[src/rtl/output_neuron_mac_pkg.sv]
// Shared Q5.11 constants for the neuron layers: widths, output-layer weights, bias and the
// sequencer state encoding.
package output_neuron_mac_pkg;

  localparam int unsigned N    = 16;
  localparam int unsigned FRAC = 11;
  localparam int unsigned K    = 4;

  localparam logic [N-1:0] Bias = 16'h0400;

  localparam logic [1:0] StCollect = 2'd0;
  localparam logic [1:0] StMac     = 2'd1;
  localparam logic [1:0] StBias    = 2'd2;
  localparam logic [1:0] StSat     = 2'd3;

  // Output-layer weights {1.0, -0.5, 0.25, 2.0}; indices past the table read as zero.
  function automatic logic [N-1:0] weight(input int unsigned idx);
    case (idx)
      0:       weight = 16'h0800;
      1:       weight = 16'hFC00;
      2:       weight = 16'h0200;
      3:       weight = 16'h1000;
      default: weight = '0;
    endcase
  endfunction

endpackage

[src/rtl/sat_shift_q511.sv]
// Arithmetic right shift of the wide accumulator back to Q5.11 with saturation to the
// N-bit signed range.
module sat_shift_q511 #(
  parameter int unsigned AccW = 34,
  parameter int unsigned N    = 16,
  parameter int unsigned Frac = 11
) (
  input  logic signed [AccW-1:0] i_acc,
  output logic        [N-1:0]    o_res
);

  localparam logic signed [AccW-1:0] MaxVal = {{(AccW-N+1){1'b0}}, {(N-1){1'b1}}};
  localparam logic signed [AccW-1:0] MinVal = {{(AccW-N+1){1'b1}}, {(N-1){1'b0}}};

  logic signed [AccW-1:0] w_shifted;

  // Arithmetic shift floors toward minus infinity.
  assign w_shifted = i_acc >>> Frac;

  always_comb begin
    o_res = w_shifted[N-1:0];
    if (w_shifted > MaxVal) begin
      o_res = MaxVal[N-1:0];
    end else if (w_shifted < MinVal) begin
      o_res = MinVal[N-1:0];
    end
  end

endmodule

[src/rtl/output_neuron_mac.sv]
// Output neuron: buffers K hidden activations, runs a sequential MAC against the fixed weights,
// adds the bias and emits a saturated Q5.11 result with a class bit and a one-cycle rdy pulse.
module output_neuron_mac #(
  parameter int unsigned N = output_neuron_mac_pkg::N,
  parameter int unsigned K = output_neuron_mac_pkg::K
) (
  input  logic         clk,
  input  logic         rst,
  input  logic         ena,
  input  logic [N-1:0] in_data,
  input  logic         in_valid,
  output logic         busy,
  output logic [N-1:0] res,
  output logic         cls,
  output logic         rdy
);

  import output_neuron_mac_pkg::*;

  localparam int unsigned AccW = 2 * N + $clog2(K);
  localparam int unsigned CntW = (K > 1) ? $clog2(K) : 1;

  logic [1:0]             r_state;
  logic [CntW-1:0]        r_cnt;
  logic [CntW-1:0]        r_idx;
  logic signed [AccW-1:0] r_acc;
  logic signed [N-1:0]    r_buf [K];
  logic [N-1:0]           r_res;
  logic                   r_cls;
  logic                   r_rdy;

  logic                   w_last_in;
  logic                   w_last_mac;
  logic signed [N-1:0]    w_weight;
  logic signed [N-1:0]    w_bias;
  logic signed [2*N-1:0]  w_prod;
  logic signed [AccW-1:0] w_bias_ext;
  logic [N-1:0]           w_sat;

  assign w_last_in  = (r_cnt == CntW'(K - 1));
  assign w_last_mac = (r_idx == CntW'(K - 1));
  assign w_weight   = N'(weight(32'(r_idx)));
  assign w_bias     = N'(Bias);
  assign w_prod     = r_buf[r_idx] * w_weight;
  assign w_bias_ext = {{(AccW-N){w_bias[N-1]}}, w_bias} <<< FRAC;

  sat_shift_q511 #(
    .AccW(AccW),
    .N   (N),
    .Frac(FRAC)
  ) u_sat (
    .i_acc(r_acc),
    .o_res(w_sat)
  );

  // Buffer has no reset: every slot is written in COLLECT before MAC reads it.
  always_ff @(posedge clk) begin
    if (ena && in_valid && (r_state == StCollect)) begin
      r_buf[r_cnt] <= in_data;
    end
  end

  always_ff @(posedge clk or posedge rst) begin
    if (rst) begin
      r_state <= StCollect;
      r_cnt   <= '0;
      r_idx   <= '0;
      r_acc   <= '0;
      r_res   <= '0;
      r_cls   <= 1'b0;
      r_rdy   <= 1'b0;
    end else if (ena) begin
      r_rdy <= 1'b0;
      case (r_state)
        StCollect: begin
          if (in_valid) begin
            r_cnt <= w_last_in ? '0 : r_cnt + 1'b1;
            if (w_last_in) begin
              r_state <= StMac;
              r_idx   <= '0;
              r_acc   <= '0;
            end
          end
        end
        StMac: begin
          r_acc <= r_acc + AccW'(w_prod);
          r_idx <= w_last_mac ? '0 : r_idx + 1'b1;
          if (w_last_mac) begin
            r_state <= StBias;
          end
        end
        StBias: begin
          r_acc   <= r_acc + w_bias_ext;
          r_state <= StSat;
        end
        StSat: begin
          r_res   <= w_sat;
          r_cls   <= ($signed(w_sat) > 0);
          r_rdy   <= 1'b1;
          r_state <= StCollect;
        end
        default: r_state <= StCollect;
      endcase
    end
  end

  assign busy = (r_state != StCollect);
  assign res  = r_res;
  assign cls  = r_cls;
  assign rdy  = r_rdy;

endmodule
[config.mk]
export PLATFORM = sky130hd
export DESIGN_NAME = output_neuron_mac
export DESIGN_NICKNAME = d
export VERILOG_FILES = /design/src/rtl/output_neuron_mac_pkg.sv /design/src/rtl/sat_shift_q511.sv /design/src/rtl/output_neuron_mac.sv
export SDC_FILE = /design/constraint.sdc
export NUM_CORES = 1
export LEC_CHECK = 0
export BUFFER_PORTS_ARGS = -buffer_cell sky130_fd_sc_hd__buf_2
export CORE_ASPECT_RATIO = 0.75
export CORE_MARGIN = 1
export CORE_UTILIZATION = 60
export DETAILED_ROUTE_END_ITERATION = 8
export PLACE_DENSITY = 0.8
export SLEW_MARGIN = 10
export SYNTH_ARGS = -nofsm -noshare
export SYNTH_HDL_FRONTEND = slang
export SYNTH_SLANG_ARGS = --single-unit
[constraint.sdc]
create_clock -name clk -period 7.6 [get_ports clk]
set_input_delay 1.52 -clock clk [delete_from_list [all_inputs] [get_ports clk]]
set_output_delay 1.52 -clock clk [all_outputs]
set_load 0.005 [all_outputs]
Word level (Yosys, flattened, before mapping)
Memory sizes are Yosys's and may differ from the RTL's.
Index checks and enable logic that the tools add are counted.
- $lt $le $gt $ge: 3
- mux-type cells: 18
- $add $sub $neg: 4
- reduce and logical (&&, ||, !) cells: 12
- eq/ne operators: 10
- multipliers: 1
- operators by type and width (kind ; number):
    $pmux W34 S3 ; 1
    $mux W34 ; 2
    $pmux W16 S4 ; 1
    $add A34 B23 Y34 const B ; 1
    $add A34 B32 Y34 ; 1
    $mul A16 B16 Y32 ; 1
    $mux W16 ; 2
    $gt A23 B16 Y1 const B ; 1
    $lt A23 B16 Y1 const B ; 1
    $gt A16 B1 Y1 const B ; 1
    $mux W2 ; 7
    $reduce_and A4 Y1 ; 3
    $eq A2 B2 Y1 const B ; 5
    $pmux W2 S4 ; 1
    $ne A2 B2 Y1 const B ; 3
    $add A2 B1 Y2 const B ; 2
    $eq A2 B1 Y1 const B ; 2
    $logic_not A2 Y1 ; 2
    $pmux W2 S2 ; 1
    $reduce_bool A2 Y1 ; 2
    $mux W1 ; 3
    $reduce_and A3 Y1 ; 1
    $reduce_bool A3 Y1 ; 1
    $logic_and A1 B1 Y1 ; 2
    $reduce_and A2 Y1 ; 1
- output and inout port bits: 19
- register bits: 58
- bits of input ports: 20
- memories: 1
- RAM bits: 64
- memories (name ; depth ; bits a word ; rd ports ; clocked after memory_dff ; write ports ; RTL line ; text):
    r_buf ; 4 ; 16 ; 1 ; 0 ; 1 ; output_neuron_mac.sv:27 ; logic signed [N-1:0] r_buf [K];

Logic depth before layout (Yosys ltp)
Gate-level depths: netlist of run 1.
- depth in word-level cells: 5
- depth in mapped cells: 27
- mapped depth without buffers: 23

By module
Synthesis of run 1 repeated with hierarchy kept, for this count alone.
- cells, all modules: 929
- area total of the unflattened synthesis: 10354.9 um2
- modules (own cells, without submodules) (module ; instances ; seq. area each (um2) ; area an instance (um2) ; cells an instance):
    output_neuron_mac ; 1 ; 3373.2 ; 9969.6 ; 872
    sat_shift_q511 ; 1 ; 0.0 ; 385.4 ; 57

Least setup slack after synthesis of run 1
No wires, ideal clock.
- path kind: reg-to-reg
- start: register r_idx[1]
- end: register r_acc[28]
- arrival: 6.654 ns
- cell stages (with the launch flop): 25
- path buffers: 4
- path slack: 0.804 ns
- path through: dfrtp_1 -> buf_2 -> buf_1 -> inv_1 -> ha_1 -> clkbuf_1 -> nor2_1 -> clkbuf_1 -> nor2b_1 -> fa_1 -> inv_1 -> fa_1 -> fa_1 -> inv_1 -> fa_1 -> fa_1 -> fa_1 -> ha_1 -> and3_4 -> and3_1 -> a211oi_4 -> a31oi_4 -> a31oi_1 -> xor2_1 -> o221ai_1
- longest elaborated chain between the ends: 5
- ends and longest elaborated chain (what ; RTL line ; text):
    start: declaration ; output_neuron_mac.sv:25 ; logic [CntW-1:0] r_idx;
    start signal: assignment ; output_neuron_mac.sv:87 ; r_idx <= w_last_mac ? '0 : r_idx + 1'b1;
    $eq A2 B2 Y1 (tied with other cells) ; output_neuron_mac_pkg.sv:18 ; case (idx)
    $pmux W16 S4 ; output_neuron_mac_pkg.sv:18 ;
    $mul A16 B16 Y32 (*) ; output_neuron_mac.sv:44 ; assign w_prod = r_buf[r_idx] * w_weight;
    $add A34 B32 Y34 (*) ; output_neuron_mac.sv:86 ; r_acc <= r_acc + AccW'(w_prod);
    $pmux W34 S3 (*) ; output_neuron_mac.sv:74 ; case (r_state)
    end signal: assignment ; output_neuron_mac.sv:86 ;
    end signal: assignment ; output_neuron_mac.sv:93 ; r_acc <= r_acc + w_bias_ext;
    end: declaration ; output_neuron_mac.sv:26 ; logic signed [AccW-1:0] r_acc;
Mark *: on every way between the ends. The rest lies on a longest branch, timed or not. The select of a mux whose other input is x is not followed.
A chain may end at the register's enable or synchronous reset.

Worst setup path in the final report of run 1
- start: register r_idx[0]
- end: register r_acc[30]
Same word-level chain as after synthesis.

==> results of run 1 <==
[cell families after synthesis]
group	synth area share (%)
flip-flops	32.02
AND/OR/NAND/NOR	11.59
adder cells (fa/ha/maj)	32.30
XOR/XNOR	2.762
buffers and inverters	5.879
multiplexers	3.881
AO/OA/AOI/OAI	11.57
[worst max path at each step]
stage                     end  cells after the start
global placement    r_acc[28]                     18
CTS                 r_acc[33]                     19
finish              r_acc[30]                     22
floorplan           r_acc[28]                     24
detailed placement  r_acc[33]                     19
global route        r_acc[33]                     19
[layer usage]
layer  up-vias  part of all wire (%)  GRT usage [%]
li1       3143                     -              -
met1      3313                    46          37.75
met2       197                    47          39.57
met3        17                   6.3          6.210
met4         0                   1.0          7.071
met5         -                     0              0
[stage by stage]
stage               setup WS [ns]  std cells  util, %  area, µm²  hold slack [ns]
global placement           0.7903       1120    63.73      10210           0.4577
detailed placement         0.5895       1120    63.73      10210           0.4644
CTS                        0.5622       1152    67.62      10830           0.4799
floorplan                  0.8037        895        -       9832           0.4563
finish                     0.5861       1152    67.62      10830           0.4763
global route               0.1690       1152    67.62      10830           0.5003
[layout by cell type, fill, tap and decap left out, types with 3 or more instances in the layout]
cell and n:
sky130_fd_sc_hd__inv_8 3, sky130_fd_sc_hd__a21o_1 14, sky130_fd_sc_hd__clkinv_4 3, sky130_fd_sc_hd__o221ai_1 3, sky130_fd_sc_hd__ha_1 97, sky130_fd_sc_hd__nand4_1 10
sky130_fd_sc_hd__a21oi_1 44, sky130_fd_sc_hd__inv_1 120, sky130_fd_sc_hd__buf_2 38, sky130_fd_sc_hd__edfxtp_1 64, sky130_fd_sc_hd__and2_1 39, sky130_fd_sc_hd__buf_4 6
sky130_fd_sc_hd__nor3_1 10, sky130_fd_sc_hd__clkbuf_16 17, sky130_fd_sc_hd__nand2_1 61, sky130_fd_sc_hd__xnor2_1 20, sky130_fd_sc_hd__o21ai_0 37, sky130_fd_sc_hd__a31oi_1 4
sky130_fd_sc_hd__nor2_1 27, sky130_fd_sc_hd__mux4_2 16, sky130_fd_sc_hd__nand2b_1 9, sky130_fd_sc_hd__o21ai_1 22, sky130_fd_sc_hd__a41oi_1 3, sky130_fd_sc_hd__inv_6 4
sky130_fd_sc_hd__nor4_1 5, sky130_fd_sc_hd__xor2_1 11, sky130_fd_sc_hd__a22o_1 4, sky130_fd_sc_hd__nand3_1 14, sky130_fd_sc_hd__nor2b_1 26, sky130_fd_sc_hd__dfrtp_1 49
sky130_fd_sc_hd__bufinv_16 3, sky130_fd_sc_hd__o21bai_1 6, sky130_fd_sc_hd__and3_1 9, sky130_fd_sc_hd__fa_1 98
[registers in the layout, summed over array words and instances (netlist names)]
| signal | cells |
|---|---|
| rdy | 1 |
| r_acc | 25 |
| res | 16 |
| r_cnt | 2 |
| r_state | 2 |
| cls | 1 |
| r_buf | 64 |
| r_idx | 2 |
[critical path, cell delays in order (launching register included)]
cell and delay (ns):
sky130_fd_sc_hd__dfrtp_1 0.82, sky130_fd_sc_hd__ha_1 0.54, sky130_fd_sc_hd__buf_4 0.35, sky130_fd_sc_hd__and2_1 0.27, sky130_fd_sc_hd__inv_1 0.09, sky130_fd_sc_hd__fa_1 0.49
sky130_fd_sc_hd__fa_1 0.53, sky130_fd_sc_hd__fa_1 0.55, sky130_fd_sc_hd__inv_1 0.06, sky130_fd_sc_hd__fa_1 0.53, sky130_fd_sc_hd__inv_1 0.06, sky130_fd_sc_hd__fa_1 0.50
sky130_fd_sc_hd__inv_1 0.04, sky130_fd_sc_hd__ha_1 0.30, sky130_fd_sc_hd__ha_1 0.36, sky130_fd_sc_hd__a21oi_1 0.29, sky130_fd_sc_hd__o21bai_1 0.11, sky130_fd_sc_hd__a21o_1 0.22
sky130_fd_sc_hd__a21o_1 0.18, sky130_fd_sc_hd__a21oi_1 0.21, sky130_fd_sc_hd__and4_1 0.25, sky130_fd_sc_hd__o21ai_1 0.09, sky130_fd_sc_hd__nand4_1 0.10
[layout make-up]
| type | instances | area, µm² |
|---|---|---|
| multi-input cells | 632 | 6106 |
| fillers | 1205 | 5186 |
| flip-flops and latches | 113 | 3148 |
| inverters | 121 | 454.2 |
| clock buffers | 17 | 425.4 |
| well taps | 210 | 262.8 |
| repair buffers | 44 | 235.2 |
| clock inverters | 15 | 197.7 |
==> summary.txt, run 1 <==
Yosys
  • Count of distinct cell types in the synthesized netlist: 65
  • Post-synth EDFFs: 64
  • Total of warnings raised by yosys: 0
  • Most common library cells after synthesis: sky130_fd_sc_hd__inv_1, sky130_fd_sc_hd__fa_1, sky130_fd_sc_hd__ha_1
  • Mean area per synthesized cell: 10.99 µm²
  • Primary FF master, synth: sky130_fd_sc_hd__edfxtp_1
  • Number of nets produced by synthesis: 1110
  • Synthesized instance count: 895
  • Number of register bits inferred by synthesis: 113
  • Fraction of synthesized cell area taken by the top area cell type: between 10% and 20%
  • Cell with the most instances after synthesis: sky130_fd_sc_hd__inv_1
  • Sequential element share of the synthesized area: 32.02%
  • Area of the mapped netlist: 9832 µm²
  • Cell taking the most area after synthesis: sky130_fd_sc_hd__fa_1
  • Top cells by area, synth: sky130_fd_sc_hd__fa_1, sky130_fd_sc_hd__edfxtp_1, sky130_fd_sc_hd__dfrtp_1
  • Fraction of registers with async set or reset after synthesis: 43.36%

Floorplan
  • Die Wd: 149.8 µm
  • Die Outline Area: ~17000 µm²
  • Starting density of the core: 61.39%
  • Row count: 40
  • Core region area: 16020 µm²
  • Die height: about 110 µm
  • I/O pin count: 39

Critical path
  • Crit path launch type: flip-flop
  • Launch point of the critical path: r_idx[0]
  • Destination of the worst register-to-register timing path: r_acc[30]
  • Required time at the worst-slack endpoint: 7.96 ns
  • Crit Path Category: flip-flop to flip-flop
  • Worst EP arrival: 7.37 ns
  • Peak fanout along the critical path: 27
  • Worst-case register-to-register setup slack: 0.59 ns
  • Startpoint of the lowest-slack register-to-register path: r_idx[0]
  • Type of destination of the critical path: flip-flop
  • Worst Reg2Reg Path Length in Cells: 22

GRT
  • Global-route total usage across every layer: 26.08%
  • Initial antenna violation count: 0
  • GRT overflow: 0
  • Vias in the first global route: 6734
  • Pin count of the biggest net entering global routing: 50
  • Global-route wire length before repair: 33550 µm

CTS
  • H-Tree Depth: 4
  • Number of gates given a new drive strength after cts: 0
  • Worst-skew pair later-pin latency: 0.43 ns
  • Maximum clock insertion buffer count: 2
  • Clock transition at the register clock pins on the worst setup and hold paths after CTS: 0.06 ns
  • Sink Count: roughly 110
  • Root Buffer Master: sky130_fd_sc_hd__clkbuf_16
  • CTS tree: done
  • Count of hold buffers inserted by post-cts repair: 0
  • Buffers inserted during post-CTS setup optimization: 0
  • Total clock buffers created by CTS: 17

Min path
  • Worst Hold Endpoint: res[15]
  • WHS Path Cells: 2
  • Hold Startpoint: res[15]
  • Type of the worst min-delay path: flip-flop to flip-flop

Timing
  • Setup repair after global routing missed its margin: false
  • Period minus WS final: roughly 7 ns
  • Setup skew after layout: 0.01077 ns
  • Worst-case headroom to the max-slew limit: 37.78%
  • Max-slew violation count: 0
  • Setup violation total in the final timing report: 0
  • Setup total negative slack: 0 ns
  • Actual slew at the worst max-slew pin: 0.9310 ns
  • Peak Freq: 142.6 MHz
  • Period utilization: between 90% and 100%
  • Hold Fails Final Rpt: 0

Place
  • Final GP Congestion: 0.8555
  • DP Wirelength: 15360 µm
  • Number of buffers inserted by port buffering: 38

Route
  • Detailed-route wire length per cell: between 15 and 20 µm
  • Count of TritonRoute iterations in the first routing pass: 5
  • DR iter-0 viols: a little under 500
  • Final routed wirelength across all metal layers: 19970 µm
  • Avg Vias per Cell: roughly 5.8
  • Vias: 6670
  • Residual DRC count: 0
  • Number of nets still failing antenna checks after routing: 0

Cells and area
  • Area added between synthesis and finish: 10.14%
  • Fraction of final layout cells with drive strength greater than 1: a little under an eighth
  • Total inserted antenna cells: 0
  • Nets: 1144

Run
  • Count of max-cap constraint violations: 0

Status
  • Run status: completed
Power of run 1 is left out: the tool's default activity adds up to more than one toggle a clock period on the data nets, which glitch-free logic cannot reach.
==> run 2: changes to the inputs <==
HOLD_SLACK_MARGIN = 0.02   (was not set)
PLACE_DENSITY = 0.78   (was 0.8)
TNS_END_PERCENT = 100   (was not set)
==> run 2 against run 1 <==
  * Cell area shrank 0.31%
  * Largest cell class unchanged
  * Non-clock buffer count grew 1
  * Clock skew grew 0.00084 ns
  * Via count grew 0.18%
==> summary.txt, run 2 (synthesized netlist as in run 1, its figures left out) <==
Timing
  • Setup skew after layout: 0.01160 ns
  • Peak Freq: 143.4 MHz
  • Final worst slack: roughly 0.63 ns
  • Setup violation total in the final timing report: 0
  • Period utilization: 91.74%
  • Hold Fails Final Rpt: 0
  • Setup total negative slack: 0 ns
  • Actual slew at the worst max-slew pin: 0.9239 ns
  • Max-slew violation count: 0
  • Period minus WS final: 6.972 ns
  • Setup repair after global routing missed its margin: false
  • Worst-case headroom to the max-slew limit: 38.25%

Place
  • Placement Setup Slack: 0.6443 ns
  • DP Wirelength: roughly 15000 µm
  • Number of buffers inserted by port buffering: 38
  • Final GP Congestion: a little under 0.9

Route
  • Count of TritonRoute iterations in the first routing pass: 5
  • Residual DRC count: 0
  • Vias: 6682
  • Final routed wirelength across all metal layers: 20220 µm
  • Detailed-route wire length per cell: 17.54 µm
  • DR iter-0 viols: between 400 and 500
  • Number of nets still failing antenna checks after routing: 0
  • Avg Vias per Cell: 5.795

Cells and area
  • Fraction of final layout cells with drive strength greater than 1: a little under an eighth
  • Total inserted antenna cells: 0
  • Nets: 1145
  • Area added between synthesis and finish: 9.799%
  • Number of flip-flops under the largest register name: 64
  • Most common cell after layout, fill and taps aside: sky130_fd_sc_hd__inv_1
  • Commonest non-fill, non-tap cells in the layout: sky130_fd_sc_hd__inv_1, sky130_fd_sc_hd__fa_1, sky130_fd_sc_hd__ha_1
  • Register ranked first by flip-flop count: r_buf

Run
  • Count of max-cap constraint violations: 0

Status
  • Run status: completed

Critical path
  • Crit path launch type: flip-flop
  • Crit Path Category: flip-flop to flip-flop
  • Peak fanout along the critical path: 13
  • Worst-case register-to-register setup slack: ~0.63 ns
  • Worst path cell trace: buf_4 > mux4_2 > and2_1 > fa_1 > inv_1 > fa_1 > inv_1 > fa_1 > fa_1 > fa_1 > ha_1 > ha_1 > a21o_1 > a21oi_1 > a21boi_0 > o21ai_0 > o21a_1 > xnor2_1 > o21ai_1
  • Slowest stage cell, crit path: sky130_fd_sc_hd__dfrtp_1
  • Type of destination of the critical path: flip-flop
  • Required time at the worst-slack endpoint: 7.88 ns
  • Worst stage delay on the critical path: 0.83 ns
  • Dominant cell type by count on the critical path: sky130_fd_sc_hd__fa_1
  • Worst EP arrival: 7.25 ns

GRT
  • GRT overflow: 0
  • Pin count of the biggest net entering global routing: 50
  • Initial antenna violation count: 0
  • Global-route wire length before repair: 33640 µm
  • Vias in the first global route: 6773
  • Global-route total usage across every layer: 26.36%

Floorplan
  • Die Wd: roughly 150 µm
  • Die Outline Area: approximately 17000 µm²
  • I/O pin count: 39
  • Row count: 40
  • Core region area: 16020 µm²
  • Starting density of the core: between 60% and 70%
  • Die height: 112.9 µm

CTS
  • H-Tree Depth: 4
  • Number of gates given a new drive strength after cts: 0
  • Root Buffer Master: sky130_fd_sc_hd__clkbuf_16
  • Worst-skew pair later-pin latency: 0.42 ns
  • Buffers inserted during post-CTS setup optimization: 0
  • Total clock buffers created by CTS: 17
  • Count of hold buffers inserted by post-cts repair: 0
  • Maximum clock insertion buffer count: 2
  • CTS tree: done
  • Clock transition at the register clock pins on the worst setup and hold paths after CTS: about 0.060 ns
  • Sink Count: between 100 and 150

Min path
  • Type of the worst min-delay path: flip-flop to flip-flop
==> run 2: cell types whose count changed in the layout (fill, tap and decap cells not counted) <==
cell | previous run | this run
sky130_fd_sc_hd__clkbuf_16 | 17 | 19
sky130_fd_sc_hd__inv_8 | 3 | 0
sky130_fd_sc_hd__buf_4 | 6 | 7
sky130_fd_sc_hd__clkinv_2 | 1 | 3
sky130_fd_sc_hd__clkbuf_1 | 0 | 2
sky130_fd_sc_hd__inv_6 | 4 | 2
sky130_fd_sc_hd__inv_4 | 0 | 2
sky130_fd_sc_hd__clkinv_4 | 3 | 1
sky130_fd_sc_hd__clkinvlp_4 | 1 | 2
sky130_fd_sc_hd__bufinv_16 | 3 | 1
==> run 2: layout make-up <==
type / instances / area (µm²)
Clock inverter: 11 / 98.84
Clock buffer: 21 / 483.0
Tap cell: 210 / 262.8
Multi-Input combinational cell: 632 / 6106
Inverter: 121 / 454.2
Fill cell: 1194 / 5220
Timing Repair Buffer: 45 / 242.7
Sequential cell: 113 / 3148
==> run 2: layer usage <==
metal	track usage [%]	share of wire [%]	up-vias
li1	-	-	3132
met1	37.63	44	3294
met2	40.56	47	234
met3	6.694	7.1	22
met4	6.599	1.3	0
met5	0	0	-
==> run 2: per-stage QoR <==
stage	hold WS, ns	instances	area, µm²	utilization, %
final	0.4693	1153	10800	67.41
after global routing	0.5230	1153	10800	67.41
after CTS	0.4758	1153	10800	67.41
after detailed placement	0.4624	1121	10210	63.77
after global placement	0.4632	1121	10210	63.77
after floorplan	0.4563	895	9832	-
==> run 2: path summary, 6_finish.rpt <==
check	startpoint	end	cells after the start
max in group asynchronous	rst	r_acc[15]	3
min reg2reg	res[15]	res[15]	2
max reg2reg	r_idx[0]	r_acc[33]	19
max	r_idx[0]	r_acc[33]	19
min in group asynchronous	rst	r_acc[31]	3
min	res[15]	res[15]	2
==> run 2: worst max-delay path: cells and delay by family (launching register included) <==
| family | cells | cell delay [ns] |
|---|---|---|
| XOR/XNOR | 1 | 0.15 |
| flip-flops | 1 | 0.83 |
| multiplexers | 1 | 0.58 |
| AO/OA/AOI/OAI | 6 | 0.93 |
| adder cells (fa/ha/maj) | 7 | 3.49 |
| AND/OR/NAND/NOR | 1 | 0.29 |
| buffers and inverters | 3 | 0.55 |
Power of run 2 is left out for the same reason.
